===== config.mk =====
export PLATFORM = sky130hd
export DESIGN_NAME = bitslice_regfile_wb
export DESIGN_NICKNAME = d
export VERILOG_FILES = /design/src/rtl/bitslice_pkg.sv /design/src/rtl/bitslice_rf_array.sv /design/src/rtl/bitslice_regfile_wb.sv
export SDC_FILE = /design/constraint.sdc
export NUM_CORES = 1
export LEC_CHECK = 0
export CORE_MARGIN = 2
export CORE_UTILIZATION = 40
export CTS_CLUSTER_SIZE = 40
export DETAILED_ROUTE_END_ITERATION = 10
export PLACE_DENSITY = 0.72
export SYNTH_ARGS = -nofsm -noshare
export SYNTH_HDL_FRONTEND = slang
export SYNTH_HIERARCHICAL = 1
export SYNTH_SLANG_ARGS = --single-unit

===== constraint.sdc =====
create_clock -name clk -period 1.9 [get_ports clk]
set_input_delay 0.38 -clock clk [delete_from_list [all_inputs] [get_ports clk]]
set_output_delay 0.38 -clock clk [all_outputs]
set_load 0.005 [all_outputs]

===== src/rtl/bitslice_pkg.sv =====
// Shared types and constants for the bit-slice register file / write-back stage.
package bitslice_pkg;

   localparam int unsigned NREG   = 16;
   localparam int unsigned ADDR_W = 4;
   // Widest result the S1 record can carry; the top narrows it to its own W.
   localparam int unsigned MAX_W  = 32;

   typedef enum logic [1:0] {
      StIdle,
      StDrain,
      StClear
   } state_e;

   typedef struct packed {
      logic [ADDR_W-1:0] addr;
      logic [MAX_W-1:0]  sum;
      logic              carry;
      logic              we;
      logic              fe;
      logic              kill;
   } wb_req_t;

endpackage


===== src/rtl/bitslice_rf_array.sv =====
// 16 x W register storage: one write port, flat read-out to the slice mux and one muxed read.
module bitslice_rf_array
   import bitslice_pkg::*;
#(
   parameter int unsigned W         = 1,
   parameter bit          REG0_ZERO = 1'b1
) (
   input  logic                clk,
   input  logic                rst_n,
   input  logic                we_i,
   input  logic [ADDR_W-1:0]   waddr_i,
   input  logic [W-1:0]        wdata_i,
   input  logic [ADDR_W-1:0]   raddr_i,
   output logic [W-1:0]        rdata_o,
   output logic [NREG*W-1:0]   flat_o
);

   for (genvar i = 0; i < NREG; i++) begin : g_entry
      logic [W-1:0] entry_q;
      if (i == 0 && REG0_ZERO) begin : g_zero
         assign entry_q = '0;
      end else begin : g_reg
         always_ff @(posedge clk or negedge rst_n) begin
            if (!rst_n) begin
               entry_q <= '0;
            end else if (we_i && (waddr_i == ADDR_W'(i))) begin
               entry_q <= wdata_i;
            end
         end
      end
      assign flat_o[i*W +: W] = entry_q;
   end

   assign rdata_o = flat_o[raddr_i*W +: W];

endmodule


===== src/rtl/bitslice_regfile_wb.sv =====
// Register file and write-back stage feeding the bit-slice ALU: one-deep S1 commit stage,
// bypassed debug read, saturating commit counter and a drain-then-clear sequencer.
module bitslice_regfile_wb
   import bitslice_pkg::*;
#(
   parameter int unsigned W         = 1,
   parameter bit          REG0_ZERO = 1'b1,
   parameter int unsigned CNT_W     = 16
) (
   input  logic                clk,
   input  logic                rst_n,
   input  logic                in_valid,
   output logic                in_ready,
   input  logic [ADDR_W-1:0]   in_addr,
   input  logic [W-1:0]        in_sum,
   input  logic                in_carry,
   input  logic                in_we,
   input  logic                in_fe,
   input  logic                in_kill,
   output logic [NREG*W-1:0]   rf_q,
   output logic                carry_q,
   input  logic [ADDR_W-1:0]   rd_addr,
   output logic [W-1:0]        rd_data,
   input  logic                clr_req,
   output logic                clr_done,
   output logic                busy,
   output logic [CNT_W-1:0]    wb_count
);

   state_e            state_q;
   logic [ADDR_W-1:0] idx_q;
   wb_req_t           s1_q;
   logic              s1_valid_q;

   logic              accept;
   logic              commit;
   logic              commit_wr;
   logic              wr_en;
   logic [ADDR_W-1:0] wr_addr;
   logic [W-1:0]      wr_data;
   logic [W-1:0]      arr_rdata;

   assign in_ready = (state_q == StIdle) & ~clr_req;
   assign accept   = in_valid & in_ready;
   assign commit   = s1_valid_q & ~s1_q.kill;
   // Entry 0 writes are dropped entirely, so they neither land nor count.
   assign commit_wr = commit & s1_q.we & ~(REG0_ZERO && (s1_q.addr == '0));
   assign busy      = (state_q != StIdle) | s1_valid_q;

   always_ff @(posedge clk or negedge rst_n) begin
      if (!rst_n) begin
         s1_valid_q <= 1'b0;
         s1_q       <= '0;
      end else begin
         s1_valid_q <= accept;
         if (accept) begin
            s1_q.addr  <= in_addr;
            s1_q.sum   <= MAX_W'(in_sum);
            s1_q.carry <= in_carry;
            s1_q.we    <= in_we;
            s1_q.fe    <= in_fe;
            s1_q.kill  <= in_kill;
         end
      end
   end

   // S1 is always empty while clearing, so the clear can own the single write port.
   always_comb begin
      wr_en   = commit_wr;
      wr_addr = s1_q.addr;
      wr_data = W'(s1_q.sum);
      if (state_q == StClear) begin
         wr_en   = 1'b1;
         wr_addr = idx_q;
         wr_data = '0;
      end
   end

   bitslice_rf_array #(
      .W         (W),
      .REG0_ZERO (REG0_ZERO)
   ) u_rf_array (
      .clk     (clk),
      .rst_n   (rst_n),
      .we_i    (wr_en),
      .waddr_i (wr_addr),
      .wdata_i (wr_data),
      .raddr_i (rd_addr),
      .rdata_o (arr_rdata),
      .flat_o  (rf_q)
   );

   assign rd_data = (commit_wr && (s1_q.addr == rd_addr)) ? W'(s1_q.sum) : arr_rdata;

   always_ff @(posedge clk or negedge rst_n) begin
      if (!rst_n) begin
         carry_q <= 1'b0;
      end else if ((state_q == StClear) && (idx_q == '0)) begin
         carry_q <= 1'b0;
      end else if (commit && s1_q.fe) begin
         carry_q <= s1_q.carry;
      end
   end

   always_ff @(posedge clk or negedge rst_n) begin
      if (!rst_n) begin
         wb_count <= '0;
      end else if (commit_wr && (wb_count != '1)) begin
         wb_count <= wb_count + 1'b1;
      end
   end

   always_ff @(posedge clk or negedge rst_n) begin
      if (!rst_n) begin
         state_q  <= StIdle;
         idx_q    <= '0;
         clr_done <= 1'b0;
      end else begin
         clr_done <= 1'b0;
         unique case (state_q)
            StIdle: begin
               if (clr_req) state_q <= StDrain;
            end
            StDrain: begin
               if (!s1_valid_q) begin
                  state_q <= StClear;
                  idx_q   <= '0;
               end
            end
            StClear: begin
               idx_q <= idx_q + 1'b1;
               if (idx_q == ADDR_W'(NREG - 1)) begin
                  state_q  <= StIdle;
                  clr_done <= 1'b1;
               end
            end
            default: state_q <= StIdle;
         endcase
      end
   end

endmodule


Yosys cells after proc, flatten, opt, wreduce, memory -nomap -nowiden
Cells that the tools add are included.

Bits in registers: 49. Input bits: 17. Output and inout port bits: 37. Word-level logic and storage cells: 103.

$add $sub $neg: 2. Eq/ne operators: 23. Shift-type cells: 1. Muxes and demuxes: 14. Bitwise gates (word level): 9. Reductions and logical operators: 27.

Operators by type and width (count): equality test 4 bit, second input constant (9); logical AND 1 bit (19); adder 16 x 1 -> 16 bit, second input constant (1); equality test 4 x 3 -> 1 bit, second input constant (4); != test 16 bit, second input constant (1); indexed part select 16 x 5 -> 1 bit (1); equality test 4 x 2 -> 1 bit, second input constant (2); zero test 4 bit (2); 2-to-1 mux 4 bit (2); case mux 4 bit (2 select lines) (1); 2-to-1 mux 1 bit (7); 2-to-1 mux 2 bit (3); case mux 2 bit (3 select lines) (1); nonzero test 2 bit (3); AND 1 bit (5); adder 4 x 1 -> 4 bit, second input constant (1); equality test 4 x 1 -> 1 bit, second input constant (1); equality test 4 bit (1); != test 2 bit, second input constant (2); inverter 1 bit (3); AND reduction 3 bit (1); equality test 2 x 1 -> 1 bit, second input constant (1); equality test 2 bit, second input constant (1); zero test 2 bit (1); 3 further kinds (3).

Depth between registers and ports, before layout
Gate-level depths: netlist (run 1).

Depth in word-level cells: 6. Gate-level depth with buffers: 9. Depth with buffers taken out: 6.

By module
Netlist (run 1), hierarchy kept.

By module, submodules not included: bitslice_regfile_wb (times used 1, cells each 158, area each 1717.9 sq um, sequential area each 850.8 sq um); bitslice_rf_array (times used 1, cells each 82, area each 939.7 sq um, sequential area each 375.4 sq um).

Least setup slack after synthesis (run 1)
OpenSTA, ideal clock, no wires.

Path type: flip-flop to flip-flop. Start: reg s1_q[38] (netlist name). End: reg u_rf_array.g_entry[8].entry_q. Library setup time: 0.127 ns. Arrival: 1.897 ns. Required time: 1.773 ns. Slack: -0.125 ns. Stages on the path, launching flop included: 8. Buffers on the path: 1. Period minus slack after synthesis: 2.025 ns. Path through: dfrtp_1 -> or4_1 -> nand3_4 -> buf_6 -> nand2_1 -> nor3b_2 -> nand3b_1 -> mux2_1.

Word-level cells in the longest chain between the ends: 5. Elaborated cells on any way between the ends: 7. Classes of those cells: eq/ne (1); mux (2); bitwise (2); reduce/logical (2).

Ends and longest elaborated chain: start, declared (line bitslice_regfile_wb.sv:32) `wb_req_t s1_q;`; zero test 4 bit (line bitslice_regfile_wb.sv:47) `assign commit_wr = commit & s1_q.we & ~(REG0_ZERO && (s1_q.addr == '0));`; inverter 1 bit (line bitslice_regfile_wb.sv:47); AND 1 bit (line bitslice_regfile_wb.sv:47); 2-to-1 mux 1 bit (line bitslice_regfile_wb.sv:72) `if (state_q == StClear) begin`; via wr_en (line bitslice_regfile_wb.sv:38) `logic wr_en;`; logical AND 1 bit (line bitslice_rf_array.sv:26) `end else if (we_i && (waddr_i == ADDR_W'(i))) begin`; end signal, assigned (line bitslice_rf_array.sv:27) `entry_q <= wdata_i;`; end, declared (line bitslice_rf_array.sv:19) `logic [W-1:0] entry_q;`.

The timed path passes the listed nets, and every way through them passes these cells. A chain may end at the register's enable or synchronous reset.

Final worst setup path (run 1)
Start: reg s1_q[39] (netlist name). End: out rd_data.

Word-level cells in the longest chain between the ends: 5. Elaborated cells on any way between the ends: 6. Classes of those cells: eq/ne (1); mux (1); bitwise (2); reduce/logical (2).

Ends and longest elaborated chain: zero test 4 bit (line bitslice_regfile_wb.sv:47); inverter 1 bit (line bitslice_regfile_wb.sv:47); AND 1 bit (line bitslice_regfile_wb.sv:47); logical AND 1 bit * (line bitslice_regfile_wb.sv:93) `assign rd_data = (commit_wr && (s1_q.addr == rd_addr)) ? W'(s1_q.sum) : arr_rdata;`; 2-to-1 mux 1 bit * (line bitslice_regfile_wb.sv:93); end, declared (line bitslice_regfile_wb.sv:23) `output logic [W-1:0] rd_data,`.

Mark *: on every way between the ends. The rest lies on a longest branch, timed or not.

==> results of run 1 <==
-- metal layers --
layer	vias up	global-route usage (%)	wire length, um
met5	-	0	0
met4	0	5.483	85
met3	10	3.850	253
met2	54	27.41	2854
met1	988	22.31	2688
li1	976	-	-
-- cell type report --
| class | count | area, um2 |
|---|---|---|
| fillers | 552 | 2749 |
| multi-input cells | 162 | 1341 |
| well taps | 77 | 96.34 |
| clock inverters | 2 | 10.01 |
| flip-flops and latches | 49 | 1226 |
| clock buffers | 6 | 72.57 |
| repair buffers | 95 | 879.6 |
| inverters | 3 | 11.26 |
-- cells by family (layout without fill, tap and decap cells) --
logic type | count (synthesis) | in the layout | synth area share (%)
other | 1 | 1 | 0.1411
and+or+nand+nor | 88 | 88 | 19.26
buffers and inverters | 29 | 106 | 7.250
DFF | 49 | 49 | 46.14
xor gates and xnor gates | 19 | 19 | 6.262
muxes | 36 | 36 | 16.48
adders and majority gates | 3 | 3 | 1.413
AOI/OAI and AO/OA | 15 | 15 | 3.060
-- state kept, by name, indices dropped and copies added, names as in the netlist --
register                    flops
wb_count                       16
u_rf_array/g_entry.entry_q     15
s1_q                            9
idx_q                           4
state_q                         2
carry_q                         1
clr_done                        1
s1_valid_q                      1
-- worst max-delay path: stages (launching register included) --
cell and delay [ps]:
dfrtp_1 390, or4_4 550, nand3_4 100, nor2_1 70
mux2_4 300, buf_6 120
-- cell usage after synthesis, types with 2 or more instances --
cell type / count
nand3_1: 5
dfrtp_1: 49
mux2_2: 12
xnor2_1: 4
and2_1: 3
inv_1: 3
buf_4: 17
nand2b_1: 3
buf_6: 2
or2_2: 2
and3_1: 2
ha_1: 3
xor2_1: 15
nor2_1: 14
nor4_1: 8
nand4_1: 5
mux2_1: 14
mux2i_1: 7
mux4_1: 2
nor3_1: 8
a21oi_1: 5
buf_2: 4
nand2_1: 21
clkbuf_1: 3
nand3b_1: 4
o21ai_0: 8
-- final timing paths --
| path | from | endpoint | slack, ps | depth (start not counted) |
|---|---|---|---|---|
| min reg2reg | s1_q[0]$_DFFE_PN0P_ | s1_q[0]$_DFFE_PN0P_ | 510 | 1 |
| min in group clk | s1_q[0]$_DFFE_PN0P_ | s1_q[0]$_DFFE_PN0P_ | 510 | 1 |
| min | rst_n | u_rf_array/g_entry[1].entry_q$_DFFE_PN0P_ | 2 | 1 |
| max in group asynchronous | rst_n | wb_count[11]$_DFFE_PN0P_ | 1390 | 2 |
| max reg2reg | s1_q[39]$_DFFE_PN0P_ | u_rf_array/g_entry[5].entry_q$_DFFE_PN0P_ | -20 | 7 |
| max | s1_q[39]$_DFFE_PN0P_ | rd_data | -330 | 5 |
-- stage by stage --
step	power (mW)	instance area, um2
2_1_floorplan	2.821	2684
3_3_place_gp	3.667	3438
3_5_place_dp	3.732	3438
4_1_cts	4.371	3537
5_1_grt	4.827	3637
6_report	4.524	3637
-- power breakdown --
group          internal [mW]  switching [mW]
combinational           1.33           0.972
clock                  0.256           0.343
sequential              1.37           0.258
-- repair_timing --
action | CTS | global route
pin swaps | 0 | 3
endpoints found under the hold margin | 0 | 0
setup endpoints to repair | 18 | 16
buffers inserted | 2 | 1
gates resized for setup | 16 | 25
==> impl_results.md, run 1 <==
* Bufs on Longest Clock Path at 2
* H-Tree Depth at 2
* Mapped Area at between 2000 and 3000 um2
* Synthesis Warnings at 6
* Final Worst Setup Slack at -326.1 ps
* Max_slew headroom at a little over three fifths
* Synthesized area per cell at about 11 um2
* Worst EP arrival at 1850 ps
* Root Buffer: clkbuf_8
* Failing checks: negative setup slack
* Routability cong. at roughly 0.84
* WP data required at between 1500 and 2000 ps
* RSZ-0062 raised after global routing: true
* Status: finished with violations
* Kind of critical path: reg2out
* Final-report hold violation count at 0
* Hold_buf cts at 0
* Via density at a little over 5
* Vias at roughly 2.0k
* CTS Buf Count at 5
* Commonest non-fill, non-tap cell in the layout: dfrtp_1
* Setup WS pre-CTS at -988.4 ps
* DPL Wire Length at approximately 4.3 mm
* Overflow after GRT at 0
* I/O Pins at 54
* Initial core utilization at 41.61%
* Post-synth cell types at 43
* Register bit total from synthesis at between 40 and 50
* Ant. Diodes at 0
* WL final at 5.881 mm
* Site Rows at 29
* Max VDD drop at between 600 and 700 uV
* Syn nets at 260
* Worst setup EP type: output port
* Leak Pwr at 1.713 nW
* Post-DRT Antenna Nets at 0
* Min Clock Period, post-route at 2226 ps
* Port buffer count at 52
* Remaining DRCs at 0
* Worst Skew at just over 5 ps
* Fin. max-slew vios at 0
* TritonCTS clock tree: done
* Crit-path max FO at 2
* Ys async rst share at 100.0%
* Initial DRC Count at 58
* GRT Total Usage at between 15 and 20%
* Number of max-cap violations at 0
* Largest net degree at the start of global routing at 33
* First-pass GRT wire length at between 9 and 10 mm
* Fmax at between 400 and 500 MHz
* Yosys top cell area share at 46.14%
* Initial antenna violation count at 0
* CP Launch Type: flip-flop
* HP Class: in2async
* Area growth, synth to finish at 36.86%
* Top cell type by total area after synthesis: dfrtp_1
* Core area at 6386 um2
* Clk_lat worst skew at 310 ps
* Net count, final at approximately 340
* Total negative slack at -416.5 ps
* Vias in the first global route at roughly 2.1k
* Ranking of synthesized cells by area: dfrtp_1, mux2_1, mux2_2
* Post-DR wirelength/cell at between 10 and 15 um
* Reg clk slew, reported paths at 90 ps
* Die height at 85.51 um
* Worst hold slack at between 2 and 2.5 ps
* Chip width at between 80 and 90 um
* Placed Cells incl. Taps at ~380
* Finished Layout Cells at 394
* Die area at between 7000 and 8000 um2
* Finish-stage setup viols at 7
* Final Core Density at 56.96%
* Main synth FF type: dfrtp_1
* Most frequent cells in the layout: dfrtp_1, clkdlybuf4s50_1, buf_4, nand2_1, xor2_1
* Synth Instances at 240
* Final Cycle Share at 117.2%
* Router iterations before antenna repair at 4
* PD cells at ~1200 nW/um2
* Sequential area share after synthesis at around 46%
* Clock net sink count at slightly below 50
* Worst slew pin tran at about 550 ps
* Layout cell share with drive strength beyond 1 at ~31%
* Number of enable flip-flop cells after synthesis at 0
(Power assumes the default switching activity.)
==> inputs of run 2 (changes only) <==
--- a/config.mk
+++ b/config.mk
@@ -5,6 +5,7 @@
 export SDC_FILE = /design/constraint.sdc
 export NUM_CORES = 1
 export LEC_CHECK = 0
+export ABC_CLOCK_PERIOD_IN_PS = 1900
 export CORE_MARGIN = 2
 export CORE_UTILIZATION = 40
 export CTS_CLUSTER_SIZE = 40
==> results of run 2 <==
The final DEF is identical to that of run 1; final timing and power are the same.
